==> src/rtl/branch_pc_unit_pkg.sv <==
// Shared definitions for the branch / next-PC unit of the 16-bit core.
// Holds the opcode and condition-code encodings, the run/halt state
// type and the default reset PC used by branch_pc_unit and cond_eval.
package branch_pc_unit_pkg;

    // Opcodes in instr[15:12] that this unit acts on; all others are sequential.
    localparam logic [3:0] OP_B   = 4'b1100;
    localparam logic [3:0] OP_BR  = 4'b1101;
    localparam logic [3:0] OP_PCS = 4'b1110;
    localparam logic [3:0] OP_HLT = 4'b1111;

    // Condition codes in instr[11:9].
    localparam logic [2:0] CC_NE  = 3'b000;
    localparam logic [2:0] CC_EQ  = 3'b001;
    localparam logic [2:0] CC_GT  = 3'b010;
    localparam logic [2:0] CC_LT  = 3'b011;
    localparam logic [2:0] CC_GE  = 3'b100;
    localparam logic [2:0] CC_LE  = 3'b101;
    localparam logic [2:0] CC_OV  = 3'b110;
    localparam logic [2:0] CC_UNC = 3'b111;

    localparam logic [15:0] DEFAULT_RESET_PC = 16'h0000;

    typedef enum logic {
        RUN  = 1'b0,
        HALT = 1'b1
    } state_e;

endpackage

==> src/rtl/branch_pc_unit_cond_eval.sv <==
// Condition-code evaluator for B/BR.
// Ports:
//   ccc       : condition code from instr[11:9]
//   n, z, v   : registered negative / zero / overflow flags
//   cond_true : 1 when the selected condition holds
module cond_eval
    import branch_pc_unit_pkg::*;
(
    input  logic [2:0] ccc,
    input  logic       n,
    input  logic       z,
    input  logic       v,
    output logic       cond_true
);

    // GE is written exactly as the ISA defines it (Z or (not Z and not N)),
    // which reduces to "Z or not N".
    always_comb begin
        cond_true = 1'b0;
        unique case (ccc)
            CC_NE:   cond_true = ~z;
            CC_EQ:   cond_true = z;
            CC_GT:   cond_true = ~z & ~n;
            CC_LT:   cond_true = n;
            CC_GE:   cond_true = z | (~z & ~n);
            CC_LE:   cond_true = n | z;
            CC_OV:   cond_true = v;
            CC_UNC:  cond_true = 1'b1;
            default: cond_true = 1'b0;
        endcase
    end

endmodule

==> src/rtl/cla_16bit.sv <==
// 16-bit adder/subtractor shared by the datapath.
// Ports:
//   a, b : operands
//   sub  : 0 = a + b, 1 = a - b (b inverted, carry-in set)
//   sum  : 16-bit result, wraps modulo 2^16 (carry-out is not exported)
module cla_16bit (
    input  logic [15:0] a,
    input  logic [15:0] b,
    input  logic        sub,
    output logic [15:0] sum
);

    // Generate/propagate form; the carry walks from bit 0 upward and the
    // final carry-out is simply dropped, giving wrap-around arithmetic.
    always_comb begin
        logic [15:0] b_x;
        logic [15:0] gen;
        logic [15:0] prop;
        logic        carry;
        b_x   = b ^ {16{sub}};
        gen   = a & b_x;
        prop  = a ^ b_x;
        carry = sub;
        sum   = '0;
        for (int i = 0; i < 16; i++) begin
            sum[i] = prop[i] ^ carry;
            carry  = gen[i] | (prop[i] & carry);
        end
    end

endmodule

==> src/rtl/branch_pc_unit.sv <==
// Architectural PC, branch resolution and halt control for the 16-bit core.
// Ports:
//   clk, rst      : clock and synchronous active-high reset
//   instr         : current instruction ([15:12] opcode, [11:9] ccc, [8:0] imm9)
//   rs_data       : register value used as the BR target
//   stall         : holds PC, state and taken counter while high
//   N/Z/V_Flag    : registered flags from the execute stage
//   pc_out        : current PC (instruction memory address)
//   pc_plus2      : pc_out + 2, also the PCS writeback value
//   taken         : current instruction is a B/BR whose condition holds
//   halted        : machine is frozen by HLT; only rst leaves this state
//   taken_cnt     : saturating count of taken branches
module branch_pc_unit
    import branch_pc_unit_pkg::*;
#(
    parameter logic [15:0] RESET_PC = DEFAULT_RESET_PC,
    parameter int          CNT_W    = 16
) (
    input  logic             clk,
    input  logic             rst,
    input  logic [15:0]      instr,
    input  logic [15:0]      rs_data,
    input  logic             stall,
    input  logic             N_Flag,
    input  logic             Z_Flag,
    input  logic             V_Flag,
    output logic [15:0]      pc_out,
    output logic [15:0]      pc_plus2,
    output logic             taken,
    output logic             halted,
    output logic [CNT_W-1:0] taken_cnt
);

    logic [15:0]      pc_q, pc_d;
    state_e           state_q, state_d;
    logic [CNT_W-1:0] cnt_q, cnt_d;

    logic [3:0]  opcode;
    logic        cond_true;
    logic        is_branch;
    logic [15:0] br_offset;
    logic [15:0] b_target;

    assign opcode    = instr[15:12];
    assign is_branch = (opcode == OP_B) || (opcode == OP_BR);
    assign taken     = is_branch & cond_true;

    // imm9 counts halfwords, so it is sign-extended and shifted left by one.
    assign br_offset = {{6{instr[8]}}, instr[8:0], 1'b0};

    cond_eval u_cond_eval (
        .ccc       (instr[11:9]),
        .n         (N_Flag),
        .z         (Z_Flag),
        .v         (V_Flag),
        .cond_true (cond_true)
    );

    cla_16bit u_inc_adder (
        .a   (pc_q),
        .b   (16'h0002),
        .sub (1'b0),
        .sum (pc_plus2)
    );

    // B targets are relative to the following instruction, not the B itself.
    cla_16bit u_target_adder (
        .a   (pc_plus2),
        .b   (br_offset),
        .sub (1'b0),
        .sum (b_target)
    );

    // Next-state logic: everything holds unless the machine is running and
    // not stalled. HLT keeps the PC on itself so the halt address stays visible.
    always_comb begin
        pc_d    = pc_q;
        state_d = state_q;
        cnt_d   = cnt_q;
        if (state_q == RUN && !stall) begin
            if (opcode == OP_HLT) begin
                state_d = HALT;
            end else if (taken && opcode == OP_B) begin
                pc_d = b_target;
            end else if (taken) begin
                pc_d = rs_data;
            end else begin
                pc_d = pc_plus2;
            end
            if (taken && cnt_q != {CNT_W{1'b1}}) begin
                cnt_d = cnt_q + CNT_W'(1);
            end
        end
    end

    // Reset overrides stall, HLT and branches, and is the only way out of HALT.
    always_ff @(posedge clk) begin
        if (rst) begin
            pc_q    <= RESET_PC;
            state_q <= RUN;
            cnt_q   <= '0;
        end else begin
            pc_q    <= pc_d;
            state_q <= state_d;
            cnt_q   <= cnt_d;
        end
    end

    assign pc_out    = pc_q;
    assign halted    = (state_q == HALT);
    assign taken_cnt = cnt_q;

endmodule

==> config.mk <==
export PLATFORM = sky130hd
export DESIGN_NAME = branch_pc_unit
export DESIGN_NICKNAME = d
export VERILOG_FILES = /design/src/rtl/branch_pc_unit_pkg.sv /design/src/rtl/branch_pc_unit_cond_eval.sv /design/src/rtl/cla_16bit.sv /design/src/rtl/branch_pc_unit.sv
export SDC_FILE = /design/constraint.sdc
export NUM_CORES = 1
export LEC_CHECK = 0
export CORE_MARGIN = 1
export CORE_UTILIZATION = 52
export DETAILED_ROUTE_END_ITERATION = 8
export GPL_ROUTABILITY_DRIVEN = 0
export GPL_TIMING_DRIVEN = 1
export PLACE_DENSITY = 0.87
export SETUP_SLACK_MARGIN = 0.5
export SLEW_MARGIN = 40
export SYNTH_ARGS = -nofsm -noshare
export SYNTH_HDL_FRONTEND = slang
export SYNTH_HIERARCHICAL = 1
export SYNTH_SLANG_ARGS = --single-unit
==> constraint.sdc <==
create_clock -name clk -period 27.4 [get_ports clk]
set_input_delay 8.22 -clock clk [delete_from_list [all_inputs] [get_ports clk]]
set_output_delay 8.22 -clock clk [all_outputs]
set_load 0.1 [all_outputs]
# After elaboration in Yosys (flattened, before gate mapping)
# Index checks and enable logic that the tools add are counted.
# Widths: inputs -> output; s select.
[classes]
eq_ne = 11
n_reduce_logical = 11
bitwise_logic = 81
add_sub_neg = 1
muxes = 3
[op_table]
columns = ["op", "count"]
rows = [
  ["$mux 16", 2],
  ["$and 1x1->1", 29],
  ["$xor 1x1->1", 29],
  ["$add 16x1->16 const B", 1],
  ["$ne 16x16->1 const B", 1],
  ["$or 1x1->1", 16],
  ["$xor 16x16->16", 1],
  ["$and 15x15->15", 1],
  ["$eq 3x3->1 const B", 4],
  ["$eq 4x4->1 const B", 3],
  ["$pmux 1 s8", 1],
  ["$eq 3x2->1 const B", 2],
  ["$reduce_and 2->1", 3],
  ["$not 1->1", 5],
  ["$eq 3x1->1 const B", 1],
  ["$logic_and 1x1->1", 3],
  ["$logic_not 3->1", 1],
  ["$reduce_and 3->1", 1],
  ["$reduce_bool 2->1", 1],
  ["$logic_not 1->1", 1],
  ["$logic_or 1x1->1", 1],
]
[totals]
input_bits = 38
output_inout_bits = 50
register_bits = 33
word_cells = 111

# Depth between registers and ports, before layout
# Gate-level depths: netlist of the first run.
[logic_depth]
word_depth = 45
ltp_mapped = 26
ltp_nobuf = 24

# Cells and area by module
# The synthesis of the first run kept the hierarchy.
[by_module_without_submodules]
columns = ["mod", "cells_each", "seq_area_each_um2", "area_per_inst_um2", "instances"]
rows = [
  ["branch_pc_unit", 205, 660.6, 1697.9, 1],
  ["cla_16bit", 63, 0.0, 586.8, 2],
  ["cond_eval", 11, 0.0, 76.3, 1],
]

# Least setup slack after synthesis of the first run
# OpenSTA, ideal clock, no wires.
[synth_timing]
path_kind = "in2out"
from = "in instr[11]"
to = "out taken"
required_ps = 19180
path_buffers = 2
t_arrival_ps = 10031
setup_slack_ps = 9149
cell_stages = 7
path_cell_list = "nor2b_2 -> mux2i_1 -> o31a_1 -> o21a_1 -> and4b_1 -> buf_4 -> clkbuf_1"
[synth_via]
elab_chain_len = 3
word_cells_on_any_way = 10
classes_between = "eq/ne (7); mux (1); bitwise (1); reduce/logical (1)"
[synth_lines]
columns = ["item", "line_no", "rtl"]
rows = [
  ["start: declaration", "branch_pc_unit.sv:21", "input logic [15:0] instr,"],
  ["$eq 3x3->1 (tied with other cells)", "branch_pc_unit_cond_eval.sv:20", "unique case (ccc)"],
  ["$pmux 1 s8 *", "branch_pc_unit_cond_eval.sv:20", ""],
  ["net cond_true", "branch_pc_unit.sv:39", "logic cond_true;"],
  ["$and 1x1->1 *", "branch_pc_unit.sv:46", "assign taken = is_branch & cond_true;"],
  ["end: declaration", "branch_pc_unit.sv:29", "output logic taken,"],
]
# The timed path passes the listed nets; every way through them passes the cells marked *.

# Worst setup path after layout of the first run
[layout_timing]
from = "in instr[9]"
to = "out taken"
# Same word-level chain as after synthesis.

==> run metrics, run 1 <==
run status finished clean; clk_lat worst skew 0.29 ns; fin util 68.15%; post-synthesis sequential area ratio 22.41%; core area 5473 um2; Worst Hold Launch halted$_SDFFE_PP0P_; final worst-path cycle share 67.57%; Post-DP HPWL 5003 um; Yosys top cell area share 22.41%; Placed Instances 505; Hold Crit Class reg2reg; CTS tree done; Crit path arrival time 10.29 ns; NetSw 0.1994 mW; Finished Cell Area 3730 um2; R2R Path Start pc_out[1]$_SDFFE_PP0P_; setup violators final 0; Yosys reg bits 33; worst-margin pin slew 0.5911 ns; CTS-repair resized insts 0; initial antenna violation count 0; synth top area cells dfxtp_1, fa_1, xnor2_1; clk root buf clkbuf_8; Vias per Instance 4.986; hold path endpoint halted$_SDFFE_PP0P_; initial DRC count 91; worst flop-to-flop path endpoint pc_out[15]$_SDFFE_PP0P_; syn avg cell area 8.619 um2; placed cell area 3643 um2; die area 5974 um2; Buffers on Ports 87; Post-Synthesis Cells 342; R2R cell count 24; internal power 0.1282 mW; Remaining Overflow, GRT 0; Sequential Power Share 16.8%; Yosys top cell by area dfxtp_1; via count 2558; CTS H-tree lvls 2; FFs w/ async S/R, synth 0%; postcts setup bufs 0; Hold Path Depth 2; drt drc 0; DR pass1 iterations 5; row cnt 27; EDFF count, synth 0; CTS max path bufs 2; CP endpoint kind primary output; non-filler cells in the finished layout 513; Total Neg Setup Slack 0 ns; share of power burned in the clock network 11.2%; gr usage total 23.74%; Mapped Area 2948 um2; Rel. slew slack 60.45%; top cells by count, synth inv_1, nor2_1, xnor2_1, dfxtp_1, fa_1; number of global-route vias before repair 2609; Ys Warns 6; Fin. Hold Viols 0; routed length per instance 13.03 um; Num CTS Buffers 5; Routed WL 6684 um; Gate power share 71.9%; minimum clock period 18.51 ns; I/O pin cnt 88; Starting Density 53.86%; Slew Viols, Final 0; Critical Path RT 19.18 ns; sw frac 60.86%; Max VDD drop 0.06814 mV; largest net degree at the start of global routing 36; Distinct cells, synth 45; RSZ-0062 raised after global routing false; Final #Nets 507; first-pass GRT wire length 11470 um; Max Freq 0.05402 GHz; clock slew at reported path FFs 0.07 ns; Power Total 0.3276 mW; Setup Skew 0.007639 ns; Final ANT Viol Nets 0; Hold Buf Count CTS 0; kind of critical path in2out; share of cells above drive strength 1 15.87%; chip height 77.29 um; maxcap violations 0; Worst R2R Setup Slack 19.80 ns; Leak 1.665 nW; Die Span X 77.29 um; Layout Area Growth over Synthesis 26.53%; pwr/cell area 87.83 nW/um2; crit path max fanout 35; number of diodes 0; most numerous cell in the Yosys netlist inv_1; Worst setup SP type input port; # clock sinks 33; ys flop type dfxtp_1
==> routing by layer <==
metal / wire length [um] / vias up / global-route usage (%)
li1: - / 1275 / -
met1: 2846 / 1208 / 28.44
met2: 3371 / 65 / 42.57
met3: 348 / 10 / 3.929
met4: 117 / 0 / 8.113
met5: 0 / - / 0
==> critical path, cell delays in order <==
cell	delay, ns
clkdlybuf4s50_1	0.55
nor2b_2	0.07
mux2i_1	0.14
o31a_1	0.14
o21a_1	0.12
and4b_1	0.20
buf_4	0.33
buf_2	0.50
==> worst max-delay path by stage <==
stage | endpoint | slack (ns) | start | cells after the start
floorplan | taken | 9.15 | instr[11] | 7
global placement | taken | 8.29 | instr[9] | 8
detailed placement | taken | 8.91 | instr[9] | 8
CTS | taken | 8.90 | instr[9] | 8
global route | taken | 8.76 | instr[9] | 8
finish | taken | 8.89 | instr[9] | 8
==> metrics by stage <==
step                      setup WS [ns]  hold WS [ns]
final                             8.887        0.4948
after floorplan                   9.149        0.9247
after global placement            8.286        0.4759
after global routing              8.761        0.5368
after detailed placement          8.906        0.4859
after CTS                         8.896        0.5028
==> layout by cell type, fill, tap and decap left out, types with 2 or more instances in the layout <==
master	synthesis	routed
inv_1	57	57
buf_2	2	50
nor2_1	48	48
xnor2_1	38	38
clkdlybuf4s50_1	0	37
dfxtp_1	33	33
fa_1	28	28
a21oi_1	21	21
mux2i_1	21	21
conb_1	2	21
a211oi_1	17	17
nand2_1	8	7
xor2_1	6	6
nand4_1	5	5
clkbuf_8	0	5
and3_1	4	4
o21ai_0	4	4
or3_1	3	3
nor4_1	3	3
buf_4	1	3
and4_1	2	2
nand3_1	2	2
clkinv_2	0	2
xnor2_2	2	2
==> registers in the layout, indices dropped and copies added, names as in the netlist <==
name	cells
taken_cnt	16
halted	1
pc_out	16
==> cells by family after synthesis <==
group / count (synthesis) / synth area share (%)
AO/OA/AOI/OAI: 50 / 11.08
adder cells (fa/ha/maj): 29 / 19.44
flip-flops: 33 / 22.41
AND/OR/NAND/NOR: 85 / 14.09
other: 2 / 0.2548
buffers and inverters: 75 / 11.04
multiplexers: 22 / 7.513
XOR/XNOR: 46 / 14.18
==> area by class of cell <==
class / instances / area [um2]
Timing Repair Buffer: 90 / 643.1
Clock buffer: 5 / 68.82
Multi-Input combinational cell: 253 / 2036
Fill cell: 447 / 1743
Clock inverter: 3 / 17.52
Sequential cell: 33 / 660.6
Tap cell: 72 / 90.09
Inverter: 57 / 214.0
==> power groups by stage <==
| stage | combinational (mW) | clock [mW] | sequential (mW) |
|---|---|---|---|
| after global placement | 0.241 | 0 | 0.0563 |
| after CTS | 0.235 | 0.0379 | 0.0552 |
| after detailed placement | 0.234 | 0 | 0.0562 |
| after global routing | 0.253 | 0.0406 | 0.0558 |
| final | 0.236 | 0.0368 | 0.0552 |
| after floorplan | 0.166 | 0 | 0.0852 |
Power figures use the tool's default switching activity.
==> run 2, diff against run 1 <==
--- a/config.mk
+++ b/config.mk
@@ -6,11 +6,11 @@
 export NUM_CORES = 1
 export LEC_CHECK = 0
 export CORE_MARGIN = 1
-export CORE_UTILIZATION = 52
+export CORE_UTILIZATION = 44
 export DETAILED_ROUTE_END_ITERATION = 8
 export GPL_ROUTABILITY_DRIVEN = 0
 export GPL_TIMING_DRIVEN = 1
-export PLACE_DENSITY = 0.87
+export PLACE_DENSITY = 0.78
 export SETUP_SLACK_MARGIN = 0.5
 export SLEW_MARGIN = 40
 export SYNTH_ARGS = -nofsm -noshare
==> constraint.sdc (replaced) <==
create_clock -name clk -period 15.2 [get_ports clk]
set_input_delay 4.56 -clock clk [delete_from_list [all_inputs] [get_ports clk]]
set_output_delay 4.56 -clock clk [all_outputs]
set_load 0.1 [all_outputs]
==> run 2 against run 1 <==
  * The run now ends with design-rule violations left
  * Critical endpoint is now pc_plus2[15]
  * Clock-buffer cell count increased by 2
  * Wire length decreased by 4.2%
  * Register-to-register slack got worse by 12 ns
  * Via count decreased by 0.78%
  * Clock skew decreased by 0.0030 ns
  * Critical path depth increased by 10
  * Combinational power increased by 77%
  * First-iteration DRC count increased by 6.6%
  * Power increased by 84%
  * Largest cell class unchanged
  * Clock power increased by 130%
  * Final area increased by 0.97%
==> run metrics, run 2 (same netlist as run 1, synthesis figures left out) <==
initial DRC count 97 (+6.6%); Max VDD drop 0.1168 mV (+71%); Setup Skew 0.004633 ns (-0.003006 ns); Critical Path RT 10.64 ns (-8.54 ns); GR Util met1 22.93% (-5.5 points); final worst-path setup slack 3.476 ns (-5.411 ns); DR pass1 iterations 6 (+1); Hold Crit Class reg2reg; Crit path arrival time 7.16 ns (-3.13 ns); gr usage total 19.26% (-4.5 points); CTS H-tree lvls 2 (unchanged); grt met3 use 4.748% (+0.82 points); Leak 1.680 nW (+0.87%); # clock sinks 33 (unchanged); clk_lat worst skew 0.28 ns (about the same); Hold Buf Count CTS 0 (unchanged); Final ANT Viol Nets 0 (unchanged); CP endpoint kind primary output; setup violators final 0 (unchanged); kind of critical path reg2out; Fin. Hold Viols 0 (unchanged); drt drc 11 (+11); placed cell area 3650 um2 (+0.17%); share of cells above drive strength 1 15.65% (-0.23 points); Worst setup SP type flop; Gate power share 69.2% (-2.7 points); first-pass GRT wire length 10960 um (-4.5%); number of diodes 0 (unchanged); CP peak stage delay 0.50 ns (-0.05 ns); CP most frequent cell fa_1; worst-margin pin slew 0.5728 ns (-0.01825 ns); via count 2538 (-0.78%); Slew Viols, Final 0 (unchanged); die area 7031 um2 (+18%); most frequent cells in the layout inv_1, buf_2, nor2_1, xnor2_1, clkdlybuf4s50_1; Routed WL 6405 um (-4.2%); postcts setup bufs 0 (unchanged); Layout Area Growth over Synthesis 27.76%; Critical Path, Cell by Cell inv_1, fa_1, fa_1, fa_1, fa_1, fa_1, fa_1, fa_1, fa_1, fa_1, fa_1, fa_1, fa_1, fa_1, fa_1, xnor2_1, xnor2_1, buf_2; internal power 0.2508 mW (+96%); Place WS 3.518 ns (-5.388 ns); sw frac 58.38% (-2.5 points); CTS-repair resized insts 0 (unchanged); Finished Cell Area 3766 um2 (+0.97%); pwr/cell area 160.0 nW/um2 (+82%); number of global-route vias before repair 2461 (-5.7%); Starting Density 45.90% (-8.0 points); share of power burned in the clock network 14.2% (+3.0 points); clk root buf clkbuf_8; clock slew at reported path FFs 0.07 ns (about the same); Die Span X 83.85 um (+8.5%); Buffers on Ports 87 (unchanged); Sequential Power Share 16.6% (-0.2 points); maxcap violations 0 (unchanged); Remaining Overflow, GRT 0 (unchanged); I/O pin cnt 88 (unchanged); Vias per Instance 4.900 (-1.7%); NetSw 0.3518 mW (+76%); Rel. slew slack 61.68% (+1.2 points); RSZ-0062 raised after global routing false; chip height 83.85 um (+8.5%); largest net degree at the start of global routing 36 (unchanged); most common cell after layout, fill and taps aside inv_1; initial antenna violation count 0 (unchanged); Num CTS Buffers 5 (unchanged); CTS tree done; failing checks design-rule violations; GR peak layer met2; Max Freq 0.08529 GHz; Total Neg Setup Slack 0 ns (unchanged); minimum clock period 11.72 ns; family with the most delay on the worst path adder cells; row cnt 29 (+7.4%); CP max stage cell buf_2; routed length per instance 12.36 um (-5.1%); Final #Nets 507 (unchanged); GR Util met2 34.05% (-8.5 points); core area 6422 um2 (+17%); Post-DP HPWL 5078 um (+1.5%); run status complete, but fails checks; CTS max path bufs 2 (unchanged); crit path max fanout 3 (-91%); final worst-path cycle share 77.13%; Worst Path Buf+Inv 2 (-1); Hold WS 0.5133 ns (+0.01856 ns)
run 2: metrics by stage:
step	power [mW]	util, %	cells
6_report	0.6026	58.64	518
5_1_grt	0.6475	58.64	518
3_3_place_gp	0.5364	60.69	510
4_1_cts	0.6085	58.64	518
3_5_place_dp	0.5202	56.83	510
2_1_floorplan	0.4533	-	361
run 2: worst paths after layout:
kind / start / to / slack [ns] / cells after the start
worst max-delay path: pc_out[1]$_SDFFE_PP0P_ / pc_plus2[15] / 3.48 / 18
worst min-delay path: taken_cnt[9]$_SDFFE_PP0P_ / taken_cnt[9]$_SDFFE_PP0P_ / 0.51 / 2
worst max register to register: pc_out[1]$_SDFFE_PP0P_ / pc_out[15]$_SDFFE_PP0P_ / 7.53 / 24
worst min register to register: taken_cnt[9]$_SDFFE_PP0P_ / taken_cnt[9]$_SDFFE_PP0P_ / 0.51 / 2
run 2: area by class of cell:
cell class / count / area (um2)
clock buffers: 7 / 86.33
repair buffers: 90 / 643.1
clock inverters: 1 / 30.03
inverters: 57 / 214.0
flip-flops and latches: 33 / 660.6
well taps: 77 / 96.34
fillers: 597 / 2656
multi-input cells: 253 / 2036
run 2: metal layers:
metal / routed length, um / part of all wire, %
met1: 2857 / 45
met2: 3073 / 48
met3: 361 / 5.6
met4: 112 / 1.7
met5: 0 / 0
run 2: tightest hold or removal path, stage by stage (launching register included):
cell and delay, ns:
dfxtp_1 0.34, o21ai_0 0.08, a21oi_1 0.06
run 2: power by group through the flow:
| stage | registers (mW) | logic [mW] | clock network (mW) |
|---|---|---|---|
| 2_1_floorplan | 0.154 | 0.300 | 0 |
| 3_3_place_gp | 0.102 | 0.434 | 0 |
| 3_5_place_dp | 0.102 | 0.418 | 0 |
| 4_1_cts | 0.0999 | 0.421 | 0.0879 |
| 5_1_grt | 0.101 | 0.455 | 0.0914 |
| 6_report | 0.0999 | 0.417 | 0.0856 |
==> run 3, diff against run 2 <==
==> constraint.sdc (replaced) <==
create_clock -name clk -period 10 [get_ports clk]
set_input_delay 3 -clock clk [delete_from_list [all_inputs] [get_ports clk]]
set_output_delay 3 -clock clk [all_outputs]
set_load 0.1 [all_outputs]
==> run 3 against run 2 <==
  * The flow still finishes with violations (design-rule violations)
  * Critical path depth rose by 4
  * Worst setup slack lost 2.8 ns
  * Clock skew increased by 0.0027 ns
  * Die area is the same
  * Clock power is 54% higher
==> run metrics, run 3 (same netlist as run 1, synthesis figures left out) <==
number of global-route vias before repair 2527 (+2.7%); run status complete, but fails checks; Hold Path Depth 2 (unchanged); kind of critical path in2reg; Hold Buf Count CTS 0 (unchanged); Slew Viols, Final 0 (unchanged); Critical Path Source instr[0]; Rel. slew slack 60.12% (-1.6 points); R2R Path Start pc_out[1]$_SDFFE_PP0P_; # clock sinks 33 (unchanged); Routed WL 6908 um (+7.9%); R2R cell count 24 (unchanged); Crit path arrival time 9.60 ns (+2.44 ns); CTS tree done; Final ANT Viol Nets 0 (unchanged); via count 2515 (-0.91%); largest net degree at the start of global routing 36 (unchanged); NetSw 0.5563 mW (+58%); Setup Skew 0.007340 ns (+0.002707 ns); failing checks design-rule violations; clk_lat worst skew 0.29 ns (about the same); die area 7031 um2 (unchanged); share of power burned in the clock network 13.5% (-0.7 points); Gate power share 70.8% (+1.6 points); Max VDD drop 0.1636 mV (+40%); area of the multi-input gates 2126 um2 (+4.4%); Buffers on Ports 87 (unchanged); RSZ-0062 raised after global routing true; drt drc 12 (+1); I/O pin cnt 88 (unchanged); clock slew at reported path FFs 0.07 ns (about the same); Sequential Power Share 15.6% (-1.0 points); register area 665.6 um2 (+0.76%); minimum clock period 9.374 ns; Final #Nets 507 (unchanged); Layout Area Growth over Synthesis 32.30%; Max Freq 0.1067 GHz; crit path max fanout 1 (-2); core area 6422 um2 (unchanged); CTS max path bufs 2 (unchanged); pwr/cell area 250.0 nW/um2 (+56%); worst-margin pin slew 0.5961 ns (+0.02324 ns); Critical Path RT 10.23 ns (-0.41 ns); internal power 0.4189 mW (+67%); CP endpoint kind flop; initial DRC count 101 (+4.1%); Num CTS Buffers 5 (unchanged); Fin. Hold Viols 0 (unchanged); Remaining Overflow, GRT 0 (unchanged); DR pass1 iterations 7 (+1); Hold Crit Class reg2reg; Vias per Instance 4.855 (-0.91%); final worst-path cycle share 93.74%; gr usage total 20.30% (+1.0 points); Total Neg Setup Slack 0 ns (unchanged); Worst R2R Setup Slack 2.91 ns (-4.62 ns); initial antenna violation count 0 (unchanged); fin util 60.72% (+2.1 points); Post-DP HPWL 5124 um (+0.90%); most frequent cells in the layout inv_1, nor2_1, buf_2, xnor2_1, clkdlybuf4s50_1; maxcap violations 0 (unchanged); Starting Density 45.90% (unchanged); worst flop-to-flop path endpoint pc_out[15]$_SDFFE_PP0P_; setup violators final 0 (unchanged); number of diodes 0 (unchanged); row cnt 29 (unchanged); share of cells above drive strength 1 22.00% (+6.3 points); CTS H-tree lvls 2 (unchanged); routed length per instance 13.34 um (+7.9%); hold path endpoint halted$_SDFFE_PP0P_; Leak 1.695 nW (+0.93%); fillcell total 570 (-4.5%); Worst Hold Launch halted$_SDFFE_PP0P_; sw frac 57.05% (-1.3 points); clk root buf clkbuf_8; Worst setup SP type input port; Die Span X 83.85 um (unchanged); first-pass GRT wire length 11520 um (+5.2%); chip height 83.85 um (unchanged); most common cell after layout, fill and taps aside inv_1
## run 3: timing repair
| item | 4_1_cts | 5_1_grt |
|---|---|---|
| pin swaps | 6 | 5 |
| gates resized for setup | 12 | 6 |
| setup buffers | 1 | 0 |
| setup endpoints to repair | 3 | 4 |
## run 3: power by group through the flow
stage | clock network, mW | logic (mW) | registers (mW)
finish | 0.132 | 0.691 | 0.152
global route | 0.141 | 0.743 | 0.154
detailed placement | 0 | 0.673 | 0.155
global placement | 0 | 0.686 | 0.156
floorplan | 0 | 0.468 | 0.235
CTS | 0.136 | 0.686 | 0.152
## run 3: routing by layer
| layer | routed length [um] | up-vias | global-route usage, % |
|---|---|---|---|
| met5 | 0 | - | 0 |
| met4 | 73 | 0 | 5.643 |
| met3 | 273 | 6 | 3.264 |
| met2 | 3465 | 57 | 35.92 |
| met1 | 3095 | 1188 | 25.49 |
| li1 | - | 1264 | - |
## run 3: final cells by class
cell class | count | area share, %
Clock buffer | 7 | 2.214
Multi-Input combinational cell | 253 | 54.51
Clock inverter | 1 | 0.7700
Sequential cell | 33 | 17.07
Timing Repair Buffer | 90 | 17.39
Tap cell | 77 | 2.470
Inverter | 57 | 5.582
## run 3: how the worst max path moves through the flow
stage                                         end  slack, ns  depth (start not counted)
final                     pc_out[15]$_SDFFE_PP0P_       0.63                         22
after global routing      pc_out[15]$_SDFFE_PP0P_       0.44                         22
after CTS                            pc_plus2[15]       0.51                         18
after detailed placement  pc_out[15]$_SDFFE_PP0P_       0.03                         22
after global placement    pc_out[15]$_SDFFE_PP0P_        0.1                         22
after floorplan                      pc_plus2[14]       0.50                         16
## run 3: critical path: stages
cell and delay, ns:
clkdlybuf4s50_1 0.47, xnor2_1 0.09, fa_1 0.42, fa_2 0.37, fa_2 0.36, fa_2 0.35, fa_1 0.39, fa_2 0.35
fa_1 0.38, fa_1 0.39, fa_2 0.35, fa_1 0.39, fa_1 0.39, fa_2 0.35, fa_2 0.36, fa_1 0.38
xnor2_1 0.17, xnor2_1 0.14, mux2i_1 0.09, a211oi_1 0.25, a21oi_1 0.07, nor2_1 0.09
## run 3: through the flow
| stage | setup WS, ns | area [um2] | hold slack (ns) | cells | total power, mW |
|---|---|---|---|---|---|
| after detailed placement | 0.03444 | 3731 | 0.4909 | 509 | 0.8280 |
| after global routing | 0.4442 | 3900 | 0.5361 | 518 | 1.038 |
| after CTS | 0.5105 | 3885 | 0.5086 | 518 | 0.9736 |
| final | 0.6256 | 3900 | 0.5059 | 518 | 0.9751 |
| after global placement | 0.09638 | 3954 | 0.4734 | 509 | 0.8418 |
| after floorplan | 0.5042 | 3073 | 0.6656 | 361 | 0.7028 |
